--- config.mk ---
export PLATFORM = sky130hd
export DESIGN_NAME = hamming_scrubber
export DESIGN_NICKNAME = d
export VERILOG_FILES = /design/src/rtl/hamming_pkg.sv /design/src/rtl/hamming_syndrome.sv /design/src/rtl/hamming_scrubber.sv
export SDC_FILE = /design/constraint.sdc
export NUM_CORES = 1
export LEC_CHECK = 0
export BUFFER_PORTS_ARGS = -buffer_cell sky130_fd_sc_hd__buf_2
export CAP_MARGIN = 20
export CORE_MARGIN = 2
export CORE_UTILIZATION = 37
export DETAILED_ROUTE_END_ITERATION = 16
export GPL_ROUTABILITY_DRIVEN = 0
export PLACE_DENSITY = 0.67
export SYNTH_ARGS = -nofsm -noshare
export SYNTH_HDL_FRONTEND = slang
export SYNTH_HIERARCHICAL = 1
export SYNTH_SLANG_ARGS = --single-unit
export TNS_END_PERCENT = 1
--- constraint.sdc ---
create_clock -name clk -period 3.2 [get_ports clk]
set_input_delay 0.96 -clock clk [delete_from_list [all_inputs] [get_ports clk]]
set_output_delay 0.96 -clock clk [all_outputs]
set_load 0.005 [all_outputs]
--- src/rtl/hamming_pkg.sv ---
// Shared types for the SECDED (22,16) scrubber:
// codeword width, error classes and scrubber FSM states.
package hamming_pkg;

  localparam int CW = 22;

  typedef enum logic [1:0] {
    CLEAN,
    SINGLE,
    PARITY,
    DOUBLE
  } err_class_t;

  typedef enum logic [2:0] {
    S_IDLE,
    S_ISSUE,
    S_CHECK,
    S_WRITE,
    S_DONE
  } scrub_state_t;

endpackage

--- src/rtl/hamming_syndrome.sv ---
// Combinational SECDED checker.
// Ports: cw in; syn, op, cls, fixed (corrected codeword) out.
module hamming_syndrome
  import hamming_pkg::*;
(
  input  logic [CW-1:0] cw,
  output logic [4:0]    syn,
  output logic          op,
  output err_class_t    cls,
  output logic [CW-1:0] fixed
);

  always_comb begin
    syn = '0;
    for (int p = 1; p < CW; p++) begin
      for (int i = 0; i < 5; i++) begin
        if (((p >> i) & 1) == 1) syn[i] = syn[i] ^ cw[p];
      end
    end
  end

  assign op = ^cw;

  // Syndromes above 21 point outside the word, so they
  // can only come from multi-bit damage.
  always_comb begin
    cls   = CLEAN;
    fixed = cw;
    if (syn > 5'd21) begin
      cls = DOUBLE;
    end else if (syn != 5'd0 && op) begin
      cls        = SINGLE;
      fixed[syn] = ~cw[syn];
    end else if (syn == 5'd0 && op) begin
      cls      = PARITY;
      fixed[0] = ~cw[0];
    end else if (syn != 5'd0) begin
      cls = DOUBLE;
    end
  end

endmodule

--- src/rtl/hamming_scrubber.sv ---
// Background ECC scrubber sharing one memory port with a host.
// Ports: start/busy/done control, host_req/host_gnt arbitration,
// mem_* port, corr/uncorr counters, err_addr and sticky err_flag.
module hamming_scrubber #(
  parameter int DEPTH = 64,
  parameter int AW    = 6,
  parameter int CW    = 22
) (
  input  logic          clk,
  input  logic          rst,
  input  logic          start,
  output logic          busy,
  output logic          done,
  input  logic          host_req,
  output logic          host_gnt,
  output logic [AW-1:0] mem_addr,
  output logic          mem_re,
  input  logic [CW-1:0] mem_rdata,
  output logic          mem_we,
  output logic [CW-1:0] mem_wdata,
  output logic [15:0]   corr_count,
  output logic [15:0]   uncorr_count,
  output logic [AW-1:0] err_addr,
  output logic          err_flag
);
  import hamming_pkg::*;

  scrub_state_t state, state_n;
  logic [AW-1:0] addr;
  logic [4:0]    syn;
  logic          op;
  err_class_t    cls;
  logic [CW-1:0] fixed;
  logic          fixable;
  logic          last;
  logic          adv;

  hamming_syndrome u_syn (
    .cw    (mem_rdata),
    .syn   (syn),
    .op    (op),
    .cls   (cls),
    .fixed (fixed)
  );

  assign fixable  = (cls == SINGLE) || (cls == PARITY);
  assign last     = (addr == AW'(DEPTH - 1));
  assign mem_addr = addr;
  assign busy     = state inside {S_ISSUE, S_CHECK, S_WRITE};
  assign done     = (state == S_DONE);
  // CHECK and WRITE are never preempted, keeping the RMW atomic.
  assign host_gnt = host_req &&
                    (state inside {S_IDLE, S_ISSUE, S_DONE});

  // Word finished: clean/uncorrectable in CHECK, or after WRITE.
  assign adv = (state == S_CHECK && !fixable) ||
               (state == S_WRITE);

  always_ff @(posedge clk or posedge rst) begin
    if (rst) state <= S_IDLE;
    else     state <= state_n;
  end

  always_comb begin
    state_n = state;
    mem_re  = 1'b0;
    mem_we  = 1'b0;
    unique case (state)
      S_IDLE: begin
        if (start) state_n = S_ISSUE;
      end
      S_ISSUE: begin
        if (!host_req) begin
          mem_re  = 1'b1;
          state_n = S_CHECK;
        end
      end
      S_CHECK: begin
        if (fixable)   state_n = S_WRITE;
        else if (last) state_n = S_DONE;
        else           state_n = S_ISSUE;
      end
      S_WRITE: begin
        mem_we  = 1'b1;
        state_n = last ? S_DONE : S_ISSUE;
      end
      S_DONE: begin
        state_n = S_IDLE;
      end
      default: state_n = S_IDLE;
    endcase
  end

  always_ff @(posedge clk or posedge rst) begin
    if (rst) begin
      addr         <= '0;
      corr_count   <= '0;
      uncorr_count <= '0;
      err_addr     <= '0;
      err_flag     <= 1'b0;
      mem_wdata    <= '0;
    end else begin
      if (state == S_IDLE && start) begin
        addr         <= '0;
        corr_count   <= '0;
        uncorr_count <= '0;
        err_flag     <= 1'b0;
      end
      if (state == S_CHECK) begin
        mem_wdata <= fixed;
        if (fixable && corr_count != 16'hFFFF)
          corr_count <= corr_count + 16'd1;
        if (cls == DOUBLE) begin
          if (uncorr_count != 16'hFFFF)
            uncorr_count <= uncorr_count + 16'd1;
          err_addr <= addr;
          err_flag <= 1'b1;
        end
      end
      if (adv && !last) addr <= addr + AW'(1);
    end
  end

endmodule

==> impl_metrics.csv, run 1 <==
group,metric,value,unit
run_status,status,"complete, but fails checks",
die,dieArea,14000,sq um
sta,slew_headroom,67.6,%
setup_path,reg2reg_depth,5,
setup_path,reg2reg_to,"corr_count[8]$_DFF_PP0_",
detailed_routing,dr.pass1.iters,4,
clock_tree,cts_buffer_depth,2,
synth,synth_nets,525,
die,coreArea,12700,sq um
setup_path,worst_path_most_repeated_cell,"ha_4",
clock_tree,clk_pin_slew,0.05,ns
cells_and_area,fillers,1197,
setup_path,end_kind,"flip-flop",
detailed_routing,final_antenna_net_count,0,
grt,grt_pass1_wl,21600,um
die,io_pins,98,
setup_path,crit_start,"mem_rdata[6]",
sta,fin_skew,0.00825,ns
synth,syn_inst,493,
sta,setup_tns,-22.27,ns
placement,port-buffer-count,97,
clock_tree,cts_made_buffers,9,
detailed_routing,drt_iter0_markers,234,
synth,netlist_area,4830,sq um
placement,place_ws,-1.17,ns
synth,avgSynthCellArea,9.79,sq um
sta,finalCritPeriodShare,122,%
detailed_routing,remaining_drc_errors,0,
power,peakVddDrop,0.361,mV
grt,gr-total-overflow,0,
setup_path,cp_slowest_stage_delay,0.56,ns
min_path,min_path_type,"reg -> reg",
detailed_routing,totalWireLength,13000,um
synth,synth_ff_type,"dfrtp_1",
cells_and_area,layout-drive-gt1-share,39.5,%
setup_path,crit_type,"in -> reg",
synth,synth-seq-cells,70,
die,initial_core_util,38.1,%
die,die_y,118,um
synth,yosys_warnings,6,
sta,setup_slack,-0.694,ns
placement,dpl.cell_count,817,
setup_path,reg2reg_from,"state[1]$_DFFE_PP0P_",
clock_tree,htreeDepth,3,
detailed_routing,vias_per_cell,5.30,
detailed_routing,num_vias,4405,
sta,worst_slew_pin_slew,0.487,ns
sta,rsz0062_at_grt,"yes",
synth,synth-edff-count,0,
setup_path,worst-path-stages,13,
sta,finalHoldViolCount,0,
setup_path,crit_path_top_delay_cell,"or4_4",
synth,synth_cell_type_count,74,
setup_path,cp_max_fo,3,
clock_tree,root_buffer,"clkbuf_16",
placement,dpl.hpwl,9600,um
cells_and_area,fin_nets,688,
setup_path,crit_buf_inv,2,
detailed_routing,wl_per_cell,15.7,um
power,power_leakage,3.25,nW
sta,fmax,257,MHz
setup_path,r2r_slack,1.16,ns
grt,antenna_found_initial,1,
setup_path,setup.worst_path.start_class,"input pin",
cells_and_area,instances_no_fill,831,
setup_path,cp.arrival,4.16,ns
sta,period_minus_slack,3.89,ns
cells_and_area,areaGrowthSynthToFinish,34.7,%
synth,ys_seq_area_share,36.3,%
clock_tree,cts.sinks,70,
clock_tree,insertion_delay,0.34,ns
die,num_rows,41,
flow_run,maxCapViolCount,0,
cells_and_area,antennaDiodeCount,0,
die,die_x,118,um
sta,drv_slew,0,
power,power_density,703,nW/um^2
setup_path,path_cells,"buf_8 > xor2_4 > xnor3_1 > xnor2_2 > inv_2 > or4_4 > ha_4 > or2_4 > ha_4 > and4bb_2 > nand4_1 > or4_1 > a21oi_1",
setup_path,cp_top_family,"simple AND/OR/NAND/NOR gates",
grt,grt_pass1_vias,4398,
run_status,failed_checks,"setup timing",
setup_path,crit_required,3.46,ns
sta,setup_viol,64,
setup_path,endpoint,"corr_count[12]$_DFF_PP0_",
clock_tree,cts_tree,"done",
clock_tree,ctsHoldBuffers,0,
grt,track_usage,19.1,%
clock_tree,post_cts_buffers,0,
grt,grt_max_degree,71,
synth,synth-async-reset-ratio,100,%
cell type report:
class	count	area, sq um	share of cell area, %
Inverter	18	93.8	1.44
Multi-Input combinational cell	384	3060	47.1
Tap cell	172	215	3.31
Sequential cell	70	1750	26.9
Clock inverter	2	10.0	0.154
Timing Repair Buffer	173	1120	17.2
Clock buffer	12	246	3.79
layer usage:
metal | up-vias | GRT usage (%) | part of all wire [%]
li1 | 2132 | - | -
met3 | 21 | 3.57 | 4.3
met5 | - | 0 | 0
met4 | 0 | 7.61 | 2.0
met1 | 2128 | 23.7 | 44
met2 | 124 | 32.8 | 50
report_power, final:
| group | switching [W] | leakage (nW) | internal, W |
|---|---|---|---|
| Combinational | 0.00113 | 2.20 | 0.00125 |
| Clock | 0.000355 | 0.128 | 0.000534 |
| Sequential | 0.000197 | 0.920 | 0.00110 |
| Total | 0.00169 | 3.25 | 0.00289 |
worst min path at each step:
stage	start	end	slack (ns)	cells past startpoint
after floorplan	err_addr[1]$_DFFE_PP0P_	err_addr[1]$_DFFE_PP0P_	0.47	2
after global placement	err_flag$_DFF_PP0_	err_flag$_DFF_PP0_	0.46	2
after detailed placement	err_flag$_DFF_PP0_	err_flag$_DFF_PP0_	0.46	2
after CTS	err_addr[2]$_DFFE_PP0P_	err_addr[2]$_DFFE_PP0P_	0.47	2
after global routing	mem_wdata[14]$_DFFE_PP0P_	mem_wdata[14]$_DFFE_PP0P_	0.51	1
final	err_addr[2]$_DFFE_PP0P_	err_addr[2]$_DFFE_PP0P_	0.47	2
registers in the layout, indices dropped and copies added, names as in the netlist:
signal and cells:
mem_addr 6, err_addr 6, err_flag 1, uncorr_count 16, corr_count 16, mem_wdata 22
state 3
worst reg2reg max path, cell delays in order (launching register included):
cell and delay [ns]:
dfrtp_1 0.64, nor3b_4 0.26, buf_4 0.36, nand2_4 0.13, or4_1 0.43, a21oi_1 0.14
through the flow:
step / util, % / power, W / instance area (sq um) / hold slack, ns
after floorplan: - / 0.00261 / 4860 / 0.470
after global routing: 51.3 / 0.00489 / 6500 / 0.514
after detailed placement: 47.5 / 0.00356 / 6020 / 0.457
after CTS: 50.7 / 0.00458 / 6420 / 0.474
final: 51.3 / 0.00457 / 6500 / 0.474
after global placement: 47.5 / 0.00349 / 6020 / 0.459
Yosys cell counts (3+ instances only):
cell      instances  area [sq um]
nand4_1          13          81.3
nand2b_1          3          18.8
ha_1              6          75.1
a21o_1            4          30.0
a211oi_1          3          22.5
nor4_1            5          31.3
nor2_1           22          82.6
o211ai_1          7          52.6
and4_1            7          61.3
mux2_2           23           259
a31oi_1           5          31.3
xor2_2            3          48.8
o22a_1            3          26.3
xnor2_2           3          48.8
inv_1            15          56.3
xor2_1            4          35.0
nor3_1            3          15.0
nand2_1          68           255
and2_1            4          25.0
a21oi_1          17          85.1
mux2i_1          46           460
xnor3_1           3          67.6
clkbuf_1          8          30.0
nand3_1          21           105
or4_1             5          37.5
buf_6             3          33.8
and3_1           11          68.8
o31ai_1           7          52.6
dfrtp_1          70          1750
xnor2_1          27           236
o21ai_0          17          85.1
buf_2             7          35.0
timing repair:
action,CTS,global route
setup endpoints to repair,69,70
resized for setup,31,18
pin swaps,11,2
kinds of logic after synthesis:
group                      count (synthesis)  share of synthesized area (%)
AOI/OAI and AO/OA                         82                           11.5
xor gates and xnor gates                  43                           10.6
adders and majority gates                  6                           1.56
buffers and inverters                     39                           4.41
DFF                                       70                           36.3
muxes                                     69                           14.9
and+or+nand+nor                          184                           20.8
cell usage in the layout (no fill, tap or decap), types with 4 or more instances in the layout:
cell type,netlist,layout
mux2_2,23,23
nand3_1,21,21
xnor2_2,3,10
nor2_1,22,21
buf_6,3,8
or4_1,5,5
and2_1,4,4
a21o_1,4,4
a21oi_1,17,17
and4_1,7,6
a31oi_1,5,5
o21ai_0,17,14
buf_4,2,72
o211ai_1,7,7
buf_2,7,91
xnor2_1,27,19
nand2_1,68,66
nand4_1,13,13
clkbuf_16,0,9
mux2i_1,46,46
and3_1,11,11
inv_1,15,13
o31ai_1,7,7
dfrtp_1,70,70
Power figures use the tool's default switching activity.
==> run 2: changes to the inputs <==
==> constraint.sdc (replaced) <==
create_clock -name clk -period 3.2 [get_ports clk]
set_input_delay 0.32 -clock clk [delete_from_list [all_inputs] [get_ports clk]]
set_output_delay 0.32 -clock clk [all_outputs]
set_load 0.005 [all_outputs]
==> run 2 against run 1 <==
Net effect:
- the run still ends with setup timing left
- global-route usage decreased by 0.33 points
- cell area decreased by 2.5%
- register-to-register slack got worse by 0.06 ns
- count of clock-buffer cells in the layout unchanged
- highest routed layer unchanged
==> impl_metrics.csv, run 2 (same netlist as run 1, synthesis figures left out) <==
group,metric,value,unit
run_status,status,"complete, but fails checks",
run_status,failed_checks,"setup timing",
detailed_routing,vias_per_cell,5.24,
clock_tree,clk_pin_slew,0.05,ns
detailed_routing,totalWireLength,13000,um
die,die_x,118,um
clock_tree,cts_buffer_depth,2,
setup_path,cp_top_family,"simple AND/OR/NAND/NOR gates",
cells_and_area,areaGrowthSynthToFinish,31.3,%
detailed_routing,num_vias,4314,
clock_tree,cts_tree,"done",
clock_tree,insertion_delay,0.34,ns
cells_and_area,fillers,1160,
die,dieArea,14000,sq um
clock_tree,cts_made_buffers,9,
cells_and_area,post-route-util,50.0,%
grt,track_usage,18.8,%
setup_path,worst_path_most_repeated_cell,"ha_4",
clock_tree,htreeDepth,3,
die,initial_core_util,38.1,%
power,power_leakage,3.17,nW
detailed_routing,wl_per_cell,15.8,um
power,power_density,709,nW/um^2
die,die_y,118,um
cells_and_area,reg_top3,"mem_wdata x22, corr_count x16, uncorr_count x16",
sta,setup_viol,9,
cells_and_area,layout_common_cells,"buf_2, dfrtp_1, nand2_1, buf_4, mux2i_1",
min_path,min_path_type,"in -> reg",
cells_and_area,regArea,1750,sq um
cells_and_area,largest_reg_flops,22,
sta,fin_skew,0.00587,ns
sta,slew_headroom,60.8,%
setup_path,r2r_slack,1.10,ns
detailed_routing,remaining_drc_errors,0,
clock_tree,cts.sinks,70,
setup_path,cp_slowest_stage_delay,0.55,ns
cells_and_area,largest_register,"mem_wdata",
power,pwr-share-seq,28.9,%
setup_path,endpoint,"corr_count[11]$_DFF_PP0_",
sta,fmax,301,MHz
setup_path,reg2reg_to,"uncorr_count[13]$_DFF_PP0_",
die,num_rows,41,
clock_tree,root_buffer,"clkbuf_16",
setup_path,reg2reg_depth,5,
power,power_switching,0.00166,W
setup_path,cp.arrival,3.54,ns
placement,dpl.hpwl,9660,um
power,pwr-share-comb,49.5,%
setup_path,crit_start,"mem_rdata[4]",
setup_path,cp_max_fo,3,
grt,grt_max_degree,34,
cells_and_area,multiInputGateArea,3000,sq um
flow_run,maxCapViolCount,0,
setup_path,reg2reg_from,"state[0]$_DFFE_PP0P_",
setup_path,path_cells,"buf_2 > xor2_2 > xnor3_1 > xnor2_2 > inv_2 > or4_4 > ha_4 > or2_4 > ha_4 > and4bb_2 > buf_4 > and4_4 > nand4_1 > mux2i_1",
detailed_routing,final_antenna_net_count,0,
detailed_routing,dr.pass1.iters,4,
setup_path,end_kind,"flip-flop",
setup_path,crit_buf_inv,3,
power,peakVddDrop,0.384,mV
power,clkPwrFrac,21.7,%
grt,grt_pass1_wl,21200,um
sta,finalHoldViolCount,0,
die,coreArea,12700,sq um
power,intPower,0.00283,W
setup_path,worst-path-stages,14,
grt,gr-total-overflow,0,
setup_path,crit_type,"in -> reg",
grt,grt_pass1_vias,4332,
sta,finalCritPeriodShare,104,%
placement,port-buffer-count,97,
sta,setup_tns,-0.503,ns
die,io_pins,98,
power,swShare,37.0,%
detailed_routing,drt_iter0_markers,239,
setup_path,crit_required,3.42,ns
placement,place_ws,-0.530,ns
sta,period_minus_slack,3.33,ns
sta,rsz0062_at_grt,"yes",
grt,antenna_found_initial,1,
setup_path,setup.worst_path.start_class,"input pin",
cells_and_area,layout-drive-gt1-share,37.8,%
cells_and_area,fin_nets,677,
sta,setup_slack,-0.126,ns
sta,drv_slew,0,
sta,worst_slew_pin_slew,0.588,ns
cells_and_area,final_common_cell,"buf_2",
setup_path,crit_path_top_delay_cell,"or4_4",
==> run 2: how the worst min path moves through the flow <==
| stage | depth (start not counted) | endpoint | start | slack (ns) |
|---|---|---|---|---|
| after detailed placement | 2 | mem_addr[5]$_DFFE_PP0P_ | rst | 0.31 |
| after global placement | 2 | state[1]$_DFFE_PP0P_ | rst | 0.31 |
| final | 4 | state[1]$_DFFE_PP0P_ | host_req | 0.34 |
| after floorplan | 2 | err_addr[1]$_DFFE_PP0P_ | err_addr[1]$_DFFE_PP0P_ | 0.47 |
| after global routing | 4 | state[1]$_DFFE_PP0P_ | host_req | 0.37 |
| after CTS | 4 | state[1]$_DFFE_PP0P_ | host_req | 0.34 |
==> run 2: layout make-up <==
cell class	instances	share of cell area (%)
Antenna cell	1	0.0395
Clock buffer	12	3.73
Clock inverter	4	0.750
Inverter	18	1.48
Multi-Input combinational cell	384	47.4
Sequential cell	70	27.6
Tap cell	172	3.40
Timing Repair Buffer	162	15.6
==> run 2: through the flow <==
stage               area [sq um]  hold slack [ns]  instances  power [W]
detailed placement          5910            0.314        804    0.00345
global route                6330            0.370        822    0.00477
finish                      6340            0.338        823    0.00449
CTS                         6240            0.335        821    0.00448
floorplan                   4860            0.470        493    0.00261
global placement            5910            0.308        804    0.00337
==> run 2: power groups by stage <==
| stage | Sequential (W) | Clock [W] | Combinational, W |
|---|---|---|---|
| 2_1_floorplan | 0.00126 | 0 | 0.00135 |
| 3_3_place_gp | 0.00130 | 0 | 0.00208 |
| 3_5_place_dp | 0.00131 | 0 | 0.00213 |
| 4_1_cts | 0.00130 | 0.000995 | 0.00219 |
| 5_1_grt | 0.00133 | 0.00103 | 0.00241 |
| 6_report | 0.00130 | 0.000973 | 0.00222 |
==> run 2: metal layers <==
metal | track usage, % | vias up | part of all wire, %
li1 | - | 2106 | -
met1 | 23.2 | 2094 | 44
met2 | 31.9 | 97 | 50
met3 | 3.76 | 17 | 4.3
met4 | 8.13 | 0 | 2.0
met5 | 0 | - | 0
==> run 2: tightest hold or removal path: stages <==
cell     delay (ns)
buf_2          0.10
nor2_1         0.04
a21oi_1        0.13
nor2_1         0.05
==> run 2: repair_timing <==
| action | 4_1_cts | 5_1_grt |
|---|---|---|
| pin swaps | 3 | 4 |
| hold buffers | 1 | 0 |
| gates resized for setup | 8 | 20 |
| endpoints found under the hold margin | 15 | 0 |
| setup buffers | 0 | 0 |
| setup endpoints to repair | 25 | 28 |
==> run 3: changes to the inputs <==
- CORE_UTILIZATION: 37 -> 46
- PLACE_DENSITY: 0.67 -> 0.78
- clock period: 3.2 -> 3.25 ns (I/O delays scaled with it)
==> run 3 against run 2 <==
Net effect:
- the flow still finishes with violations (setup timing)
- utilization up 9.8 points
- non-clock buffer count down 9
- die area shrank 19%
- setup slack improved by 0.040 ns
- critical endpoint is now corr_count[12]$_DFF_PP0_
==> impl_metrics.csv, run 3 (same netlist as run 1, synthesis figures left out) <==
group,metric,value,unit
setup_path,cp.arrival,3.61,ns
setup_path,endpoint,"corr_count[12]$_DFF_PP0_",
grt,antenna_found_initial,0,
sta,holdWs,0.330,ns
detailed_routing,vias_per_cell,5.66,
setup_path,cp_max_fo,5,
grt,gr-total-overflow,0,
sta,finalHoldViolCount,0,
cells_and_area,post-route-util,59.8,%
clock_tree,clk_pin_slew,0.07,ns
setup_path,reg2reg_to,"uncorr_count[10]$_DFF_PP0_",
grt,track_usage,22.4,%
run_status,failed_checks,"setup timing",
clock_tree,cts_made_buffers,9,
setup_path,crit_type,"in -> reg",
placement,dpl.cell_count,759,
min_path,min_path_type,"in -> reg",
die,initial_core_util,47.0,%
setup_path,reg2reg_depth,4,
setup_path,crit_buf_inv,1,
detailed_routing,final_antenna_net_count,0,
cells_and_area,antennaDiodeCount,0,
setup_path,reg2reg_from,"state[0]$_DFFE_PP0P_",
grt,grt_pass1_wl,20300,um
detailed_routing,remaining_drc_errors,0,
cells_and_area,fillers,901,
setup_path,cp_slowest_stage_delay,0.47,ns
die,num_rows,37,
die,dieArea,11300,sq um
setup_path,cp_top_family,"simple AND/OR/NAND/NOR gates",
clock_tree,insertion_delay,0.35,ns
clock_tree,cts_buffer_depth,2,
flow_run,maxCapViolCount,0,
power,power_density,679,nW/um^2
clock_tree,root_buffer,"clkbuf_8",
grt,grt_max_degree,57,
sta,finalCritPeriodShare,103,%
die,die_y,106,um
detailed_routing,totalWireLength,12500,um
grt,grt_pass1_vias,4283,
setup_path,end_kind,"flip-flop",
sta,setup_viol,3,
setup_path,r2r_slack,1.15,ns
power,power_leakage,3.08,nW
cells_and_area,fin_nets,668,
cells_and_area,layout-drive-gt1-share,35.9,%
sta,period_minus_slack,3.34,ns
cells_and_area,largest_register,"mem_wdata",
cells_and_area,layout_common_cells,"buf_2, dfrtp_1, nand2_1, buf_4, mux2i_1",
min_path,whs_path_depth,4,
sta,fmax,300,MHz
cells_and_area,largest_reg_flops,22,
die,coreArea,10300,sq um
setup_path,crit_required,3.52,ns
detailed_routing,num_vias,4396,
cells_and_area,reg_top3,"mem_wdata x22, corr_count x16, uncorr_count x16",
placement,dpl.hpwl,9270,um
clock_tree,cts_tree,"done",
setup_path,worst_path_most_repeated_cell,"ha_4",
clock_tree,cts.sinks,70,
setup_path,worst-path-stages,13,
clock_tree,post_cts_buffers,0,
sta,fin_skew,0.0152,ns
setup_path,path_cells,"buf_2 > xnor2_2 > xnor3_2 > nand2b_4 > o22a_1 > or4_4 > ha_4 > or2_4 > ha_4 > and4bb_2 > nand4_1 > or4_1 > a21oi_1",
placement,port-buffer-count,97,
setup_path,crit_start,"mem_rdata[15]",
cells_and_area,final_common_cell,"buf_2",
sta,worst_slew_pin_slew,0.865,ns
sta,slew_headroom,42.2,%
clock_tree,htreeDepth,3,
setup_path,crit_path_top_delay_cell,"xnor3_2",
sta,drv_slew,0,
die,io_pins,98,
detailed_routing,dr.pass1.iters,5,
setup_path,setup.worst_path.start_class,"input pin",
run_status,status,"complete, but fails checks",
detailed_routing,drt_iter0_markers,224,
die,die_x,106,um
cells_and_area,areaGrowthSynthToFinish,27.4,%
sta,rsz0062_at_grt,"yes",
detailed_routing,wl_per_cell,16.2,um
cells_and_area,instances_no_fill,776,
sta,setup_slack,-0.0862,ns
power,peakVddDrop,0.335,mV
run 3: per-layer routing:
layer / routed length, um / up-vias / global-route usage (%)
met4: 213 / 0 / 7.79
met1: 5400 / 2121 / 28.7
li1: - / 2086 / -
met2: 6070 / 169 / 37.0
met3: 854 / 20 / 5.27
met5: 0 / - / 0
run 3: per-stage QoR:
stage	instance area [sq um]	setup WS, ns	total power [W]	setup TNS (ns)
final	6150	-0.0862	0.00418	-0.110
after global routing	6150	-0.178	0.00445	-0.446
after CTS	6050	-0.120	0.00414	-0.216
after detailed placement	5810	-0.510	0.00333	-12.33
after global placement	5810	-0.454	0.00325	-11.00
after floorplan	4860	-0.643	0.00257	-12.19
run 3: worst min path at each step:
stage                                     end                     from  slack (ns)
CTS                      state[1]$_DFFE_PP0P_                 host_req        0.32
global placement    mem_wdata[10]$_DFFE_PP0P_                      rst        0.30
detailed placement  mem_wdata[10]$_DFFE_PP0P_                      rst        0.31
finish                   state[1]$_DFFE_PP0P_                 host_req        0.33
global route             state[1]$_DFFE_PP0P_                 host_req        0.35
floorplan             err_addr[1]$_DFFE_PP0P_  err_addr[1]$_DFFE_PP0P_        0.47
run 3: final cells by class:
type | count | area, sq um | share of cell area [%]
clock buffers | 12 | 155 | 2.52
clock inverters | 3 | 67.6 | 1.10
inverters | 18 | 93.8 | 1.53
multi-input cells | 384 | 2960 | 48.2
flip-flops and latches | 70 | 1750 | 28.5
well taps | 136 | 170 | 2.77
repair buffers | 153 | 945 | 15.4
run 3: report_power, final:
group	total, W	switching, W	internal, W	leakage (nW)
Combinational	0.00211	0.00104	0.00107	2.05
Clock	0.000792	0.000322	0.000470	0.109
Sequential	0.00127	0.000187	0.00108	0.920
run 3: repair_timing:
item                                    4_1_cts  5_1_grt
hold buffers                                  1        0
pin swaps                                     2        1
gates resized for setup                       1       17
endpoints found under the setup margin       11       29
endpoints found under the hold margin        14        0
cloned                                        0        0
run 3: worst min-delay path: cells and delay by family:
| kind | cells | cell delay (ns) |
|---|---|---|
| AO/OA/AOI/OAI | 1 | 0.13 |
| buffers and inverters | 1 | 0.10 |
| AND/OR/NAND/NOR | 2 | 0.09 |
